**config.mk**
```make
export PLATFORM = sky130hd
export DESIGN_NAME = verification_engine
export DESIGN_NICKNAME = d
export VERILOG_FILES = /design/src/rtl/verification_engine.sv
export SDC_FILE = /design/constraint.sdc
export NUM_CORES = 1
export LEC_CHECK = 0
export BUFFER_PORTS_ARGS = -buffer_cell sky130_fd_sc_hd__clkbuf_2
export CORE_MARGIN = 2
export CORE_UTILIZATION = 50
export CTS_CLUSTER_DIAMETER = 40
export DETAILED_ROUTE_END_ITERATION = 8
export GPL_TIMING_DRIVEN = 0
export PLACE_DENSITY = 0.74
export SYNTH_ARGS = -nofsm -noshare
export SYNTH_HDL_FRONTEND = slang
export SYNTH_SLANG_ARGS = --single-unit
export TNS_END_PERCENT = 100
```
**constraint.sdc**
```tcl
create_clock -name clk -period 2.95 [get_ports clk]
set_clock_uncertainty 0.05 [all_clocks]
set_input_delay 0 -clock clk [delete_from_list [all_inputs] [get_ports clk]]
set_output_delay 0 -clock clk [all_outputs]
set_load 0.01 [all_outputs]
```
**src/rtl/verification_engine.sv**
```systemverilog
// Responder for the controller's verification request: latches user and
// reference codes, compares one digit per clock, then holds the verdict.
module verification_engine #(
    parameter int N_DIGITS  = 4,
    parameter int DIGIT_W   = 4,
    parameter int MAX_DIGIT = 9
) (
    input  logic                              clk,
    input  logic                              rst,
    input  logic                              start,
    input  logic [N_DIGITS*DIGIT_W-1:0]       user_code,
    input  logic [N_DIGITS*DIGIT_W-1:0]       ref_code,
    output logic                              busy,
    output logic                              final_analysis,
    output logic                              match,
    output logic [$clog2(N_DIGITS+1)-1:0]     mismatch_count,
    output logic                              invalid_digit
);

    localparam int CODE_W = N_DIGITS * DIGIT_W;
    localparam int CW     = $clog2(N_DIGITS + 1);
    localparam int IW     = (N_DIGITS > 1) ? $clog2(N_DIGITS) : 1;
    localparam logic [IW-1:0]      IDX_LAST = IW'(N_DIGITS - 1);
    localparam logic [DIGIT_W-1:0] MAX_D    = DIGIT_W'(MAX_DIGIT);

    typedef enum logic [1:0] {IDLE, COMPARE, REPORT} state_t;

    state_t              state_q;
    logic [CODE_W-1:0]   user_q, ref_q;
    logic [IW-1:0]       idx_q;
    logic [CW-1:0]       cnt_q, cnt_d;
    logic                inv_q, inv_d;
    logic                busy_q, fa_q, match_q;
    logic [DIGIT_W-1:0]  ud, rd;

    // Running totals including the digit under the index this cycle.
    always_comb begin
        ud    = user_q[int'(idx_q)*DIGIT_W +: DIGIT_W];
        rd    = ref_q[int'(idx_q)*DIGIT_W +: DIGIT_W];
        cnt_d = cnt_q + CW'(ud != rd);
        inv_d = inv_q | (ud > MAX_D);
    end

    always_ff @(posedge clk or posedge rst) begin
        if (rst) begin
            state_q <= IDLE;
            user_q  <= '0;
            ref_q   <= '0;
            idx_q   <= '0;
            cnt_q   <= '0;
            inv_q   <= 1'b0;
            busy_q  <= 1'b0;
            fa_q    <= 1'b0;
            match_q <= 1'b0;
        end else begin
            case (state_q)
                IDLE: begin
                    if (start) begin
                        user_q  <= user_code;
                        ref_q   <= ref_code;
                        idx_q   <= '0;
                        cnt_q   <= '0;
                        inv_q   <= 1'b0;
                        match_q <= 1'b0;
                        fa_q    <= 1'b0;
                        busy_q  <= 1'b1;
                        state_q <= COMPARE;
                    end
                end
                COMPARE: begin
                    if (!start) begin
                        // Controller withdrew the request: abort without a verdict.
                        state_q <= IDLE;
                        busy_q  <= 1'b0;
                        idx_q   <= '0;
                        cnt_q   <= '0;
                        inv_q   <= 1'b0;
                    end else begin
                        cnt_q <= cnt_d;
                        inv_q <= inv_d;
                        if (idx_q == IDX_LAST) begin
                            state_q <= REPORT;
                            busy_q  <= 1'b0;
                            fa_q    <= 1'b1;
                            match_q <= (cnt_d == '0) && !inv_d;
                        end else begin
                            idx_q <= idx_q + IW'(1);
                        end
                    end
                end
                REPORT: begin
                    if (!start) begin
                        state_q <= IDLE;
                        fa_q    <= 1'b0;
                        match_q <= 1'b0;
                        cnt_q   <= '0;
                        inv_q   <= 1'b0;
                        idx_q   <= '0;
                    end
                end
                default: state_q <= IDLE;
            endcase
        end
    end

    assign busy           = busy_q;
    assign final_analysis = fa_q;
    assign match          = match_q;
    assign mismatch_count = cnt_q;
    assign invalid_digit  = inv_q;

endmodule

```
== Yosys cells after proc, flatten, opt, wreduce, memory -nomap -nowiden ==
Index checks and enable logic that the tools add are counted.

* Bits in registers: 43
* Bits of input ports: 35
* Output and inout bits: 7
* Logic and storage cells: 64

* Add/subtract/negate cells: 2
* Order comparisons: 1
* Equal/unequal tests: 10
* Shift operators: 2
* Mux-type cells: 27
* Bitwise gates (word level): 1
* Reductions and logical operators: 12

{| class="wikitable"
|+ Operators by type and width
! operator !! number
|-
| indexed part select 16 x 5 -> 4 bit || 2
|-
| 2-to-1 mux 2 bit || 7
|-
| one-hot mux 2 bit (3 select lines) || 2
|-
| 2-to-1 mux 1 bit || 10
|-
| 2-to-1 mux 3 bit || 3
|-
| one-hot mux 1 bit (3 select lines) || 3
|-
| one-hot mux 3 bit (3 select lines) || 1
|-
| AND reduction 3 bit || 3
|-
| != test 2 bit, second input constant || 4
|-
| != test 3 bit, second input constant || 2
|-
| AND reduction 5 bit || 1
|-
| equality test 2 bit, second input constant || 2
|-
| greater-than comparator 4 bit, second input constant || 1
|-
| != test 4 bit || 1
|-
| AND reduction 4 bit || 1
|-
| adder 3 x 1 -> 3 bit || 1
|-
| logical NOT 3 bit || 1
|-
| nonzero test 3 bit || 1
|-
| adder 2 x 1 -> 2 bit, second input constant || 1
|-
| equality test 2 x 1 -> 1 bit, second input constant || 1
|-
| logical NOT 2 bit || 1
|-
| one-hot mux 1 bit (2 select lines) || 1
|-
| AND reduction 2 bit || 1
|-
| nonzero test 2 bit || 1
|-
| other kinds (3) || 3
|}

== Longest topological paths before layout ==
* Depth in word-level cells: 8
* Gate-level depth with buffers: 10
* Depth with buffers taken out: 9

== Worst setup path after synthesis ==
No wires, ideal clock.

* Path kind: register to register
* Start point: register idx_q[0]
* End point: register match_q, in the netlist match
* Library setup time: 0.092 ns
* Arrival: 2.312 ns
* Data required time: 2.808 ns
* Setup slack: 0.496 ns
* Stages on the path, launching flop included: 11
* Path buffers: 1
* Period minus slack after synthesis: 2.454 ns
* Cells stage by stage: dfrtp_1 -> buf_6 -> mux4_1 -> xnor2_1 -> nand4_1 -> ha_1 -> ha_1 -> xor2_1 -> nor4_1 -> nand3_1 -> o31ai_2

* Word-level cells in the longest chain between the ends: 8
* Elaborated cells between the ends (all ways): 15
* Those cells by class: add/sub: 1; order compare: 1; eq/ne: 3; shift: 2; mux: 3; bitwise: 1; reduce/logical: 4

{| class="wikitable"
|+ Ends and longest elaborated chain
! what !! line !! text
|-
| start: declaration || 30 || <nowiki>logic [IW-1:0] idx_q;</nowiki>
|-
| start signal: assignment || 87 || <nowiki>idx_q <= idx_q + IW'(1);</nowiki>
|-
| indexed part select 16 x 5 -> 4 bit (on tied branches) || 38, 39 ||
|-
| != test 4 bit or greater-than comparator 4 bit (tied branches) || 40, 41 ||
|-
| adder 3 x 1 -> 3 bit or OR 1 bit (tied branches) || 40, 41 ||
|-
| logical NOT 3 bit or logical NOT 1 bit (tied branches) || 85 || <nowiki>match_q <= (cnt_d == '0) && !inv_d;</nowiki>
|-
| logical AND 1 bit || 85 ||
|-
| 2-to-1 mux 1 bit || 81 || <nowiki>if (idx_q == IDX_LAST) begin</nowiki>
|-
| 2-to-1 mux 1 bit || 71 || <nowiki>if (!start) begin</nowiki>
|-
| one-hot mux 1 bit (3 select lines) || 56 || <nowiki>case (state_q)</nowiki>
|-
| end signal: assignment || 85 ||
|-
| end: declaration || 33 || <nowiki>logic busy_q, fa_q, match_q;</nowiki>
|}

Several ways; a longest one is shown, not always the timed one. The select of a mux whose other input is x is not followed.
A chain may end at the register's enable or synchronous reset.

== Final worst setup path ==
Ends and elaborated chain as after synthesis.

==> flow_results.org <==
** Placed design
- After detailed placement, the total cell area comes to roughly 0.0023 sq mm.
- Placed instance count :: 237
- Final HPWL from detailed placement :: 2880 um
- In this run the tool buffered the top-level ports with 40 buffer cells.
- Weighted congestion at the end of routability-driven global placement :: between 0.7 and 0.8
- Timing analysis after detailed placement gives a worst setup slack of slightly below 200 ps.

** Finish
- Fin cells :: 278
- Cells with a size suffix above 1 make up 40.8% of the layout.
- The final layout contains 265 nets.
- Post-route cell area :: around 0.0028 sq mm
- 0 antenna diodes ended up in the layout.
- Area delta synth->final :: 33.8%

** STA
- Count of final max-slew check failures :: 0
- In the final timing run, aggregate negative setup slack is 0 ps.
- Highest achievable clock rate :: 367 MHz
- Final Critical Period :: approximately 2700 ps
- Transition at the pin with the smallest max-transition slack :: between 800 and 900 ps
- Worst setup slack after layout :: between 200 and 250 ps
- Setup violations remaining at the end of the flow were counted as 0.
- Hold is met by around 370 ps.
- Tcrit/Tclk final :: between 90% and 100%
- The final hold violation count is 0.
- The worst pin sits at a relative slew slack of between 40 and 50%.
- Setup repair after global routing left no endpoint under its margin.

** GRT
- Via count of the first global-routing pass :: ~1600
- Aggregate global routing overflow :: 0
- The first global-routing pass estimated a little over 7000 um of wire.
- The initial antenna violation count was 0.
- Global-route total usage across every layer :: between 20% and 30%
- Entering global routing, the biggest net connects 44 pins.

** Die
- Measured along the y axis, the die boundary spans 68.3 um.
- For this configuration, the core starts out at a cell density of between 50 and 60%.
- Num ports :: 42
- Placeable core region :: roughly 0.0040 sq mm
- The die covers approximately 0.0047 sq mm.
- Die span in x :: just under 70 um
- The floorplan has 23 rows.

** Clock tree
- In this run the number of H-tree levels came out at 2.
- Clock latency reported for the late side of the worst-skew pair :: approximately 300 ps
- After clock tree synthesis, the setup repair step added 0 buffers.
- After clock tree synthesis, the clock-pin slew on the worst setup and hold paths is about 80 ps.
- Number of sinks on the clock net :: 43
- Clock buffer count from CTS :: 5
- Library cell used as clock root buffer :: clkbuf_8
- TritonCTS built the clock tree.
- Maximum buffer depth of the clock tree :: 2

** Setup path
- Startpoint kind of the worst setup timing path :: register
- R2R Path End :: match$_DFFE_PP0P_
- Required time worst endpoint :: roughly 3100 ps
- Depth of the worst register-to-register path :: 9
- The startpoint identified for the worst register-to-register timing path is idx_q[0]$_DFFE_PP0P_.
- First element of the critical path :: idx_q[0]$_DFFE_PP0P_
- Worst path arrival time :: ~2900 ps
- FF-to-FF setup slack :: roughly 220 ps
- Of all nets on the critical path, the largest fanout is 9.
- Critical path endpoint :: match$_DFFE_PP0P_
- Classification of the worst setup path :: reg2reg
- Element type at the critical path end :: register

** Flow run
- Max_cap viols :: 0

** Power
- In this run switching power makes up about a quarter of total power.
- In this run, flip-flops and latches consume between 40% and 50% of the power.
- Clock share of power :: a little over a quarter
- Worst vdd rail ir drop :: approximately 0.35 mV
- Combinational logic burns between 20% and 30% of the power.
- Cell Pwr Density :: between 500 and 600 mW/mm^2
- Cell internal power was estimated by the tool at roughly 0.0011 W.
- Power dissipated by switching net loads :: just under 0.0004 W
- In this run the static leakage power is about 1.3 nW.

** Logic synthesis
- Total standard cell area after synthesis :: around 0.0021 sq mm
- Counting flops with a built-in enable in the synthesized netlist gives 0.
- Flip-flop and latch count after synthesis :: 43
- Number of instances in the synthesized netlist :: 147
- In the synthesized netlist the async set-or-reset flop fraction comes to 100%.
- The synthesized design spends more area on one cell type than any other, namely dfrtp_1.
- The netlist uses 36 different library cells.
- In this run the mean area of a mapped cell was around 14 sq um.
- In the post-synthesis netlist, the biggest area contributors are dfrtp_1, mux2_2, mux4_1, xnor2_1, mux4_2.
- Sequential cell area fraction in the yosys report :: roughly 52%
- Among all cell types in the netlist, the one instantiated most often is dfrtp_1.
- Most frequently used flop master after synthesis :: dfrtp_1
- The commonest cells after synthesis are dfrtp_1, mux2_2, xnor2_1.
- Syn_nets :: about 190
- Number of warnings issued by yosys :: 0
- Of the post-synthesis cell area, the dominant cell type holds 52.1%.

** Detailed routing
- Post-DR wirelength/cell :: 16.0 um
- For this block, the via count after detailed routing is about 1500.
- Number of nets with antenna violations after routing :: 0
- Before antenna repair, the detailed router went through 4 iterations.
- WL final :: ~4500 um
- In the routed layout, each cell is associated on average with a via count of roughly 5.3.
- The detailed router finished its first iteration with 78 violations.
- Number of remaining DRC errors :: 0

** Worst hold path
- Worst min path class :: in2async

** Outcome
- The flow ran to the end, and the final reports show no timing, DRC or antenna violations.
per-layer routing:
metal	share of wire (%)	vias up	track usage [%]
met5	0	-	0
met4	1.8	0	6.75
met3	3.5	10	4.44
met2	53	39	38.8
met1	41	742	26.1
li1	-	694	-
final cells by class:
class,count,area [sq um]
Fill cell,282,1240
Sequential cell,43,1080
Multi-Input combinational cell,93,927
Timing Repair Buffer,74,541
Clock buffer,8,100
Tap cell,50,62.6
Buffer,9,53.8
Inverter,1,3.75
what timing repair did:
item,4_1_cts,5_1_grt
resized for setup,0,3
endpoints found under the setup margin,0,1
hold endpoints to repair,76,0
hold buffers,34,0
stage by stage:
step	util (%)	total power [W]
floorplan	-	0.000970
global placement	58.2	0.00104
detailed placement	58.2	0.00107
CTS	69.2	0.00151
global route	69.1	0.00159
finish	69.1	0.00151
worst min path at each step:
stage / to / startpoint / slack [ps] / cells past startpoint
5_1_grt: user_q[6]$_DFFE_PP0P_ / user_code[6] / 440 / 3
3_5_place_dp: mismatch_count[1]$_DFFE_PP0P_ / rst / 180 / 2
2_1_floorplan: ref_q[0]$_DFFE_PP0P_ / ref_code[0] / 100 / 1
3_3_place_gp: user_q[5]$_DFFE_PP0P_ / user_code[5] / 180 / 2
4_1_cts: mismatch_count[1]$_DFFE_PP0P_ / rst / 410 / 3
6_report: mismatch_count[1]$_DFFE_PP0P_ / rst / 370 / 3
cells in the final DEF, fill, tap and decap left out, types with 2 or more instances in the layout:
cell type	netlist	layout
dfrtp_1	43	43
o21ai_0	3	3
buf_4	3	3
clkbuf_1	4	4
clkbuf_8	0	7
clkbuf_2	0	40
nand2b_1	2	2
mux2_2	32	32
mux4_2	2	4
mux4_1	5	3
nor2b_1	3	3
nor2_1	5	5
a21o_1	3	3
nand2_1	4	4
o21a_1	2	2
ha_1	3	3
a22o_1	5	5
dlygate4sd3_1	0	34
xnor2_1	8	8
critical path, stage by stage, from the launching register on:
cell	delay (ps)
dfrtp_1	390
buf_6	180
mux4_1	610
xnor2_1	170
nand4_1	110
ha_1	230
ha_1	310
nor4_2	270
nand3_1	120
o31ai_2	200
cell families (layout without fill, tap and decap cells):
| group | Yosys count | after routing | share of synthesized area [%] |
|---|---|---|---|
| adder cells (fa/ha/maj) | 3 | 3 | 1.82 |
| flip-flops | 43 | 43 | 52.1 |
| buffers and inverters | 11 | 92 | 2.97 |
| AO/OA/AOI/OAI | 21 | 21 | 7.87 |
| XOR/XNOR | 9 | 9 | 3.82 |
| AND/OR/NAND/NOR | 21 | 21 | 5.45 |
| multiplexers | 39 | 39 | 26.0 |
state kept, by name, summed over array words and instances (netlist names), 2 cells and up:
name / count
state_q: 2
idx_q: 2
mismatch_count: 3
ref_q: 16
user_q: 16
power groups by stage:
stage | registers [W] | clock network, W | logic, W
2_1_floorplan | 0.000730 | 0 | 0.000240
3_3_place_gp | 0.000733 | 0 | 0.000308
3_5_place_dp | 0.000741 | 0 | 0.000324
4_1_cts | 0.000729 | 0.000419 | 0.000361
5_1_grt | 0.000745 | 0.000453 | 0.000394
6_report | 0.000735 | 0.000409 | 0.000363
Note: power is estimated with default switching activity, not from simulation.
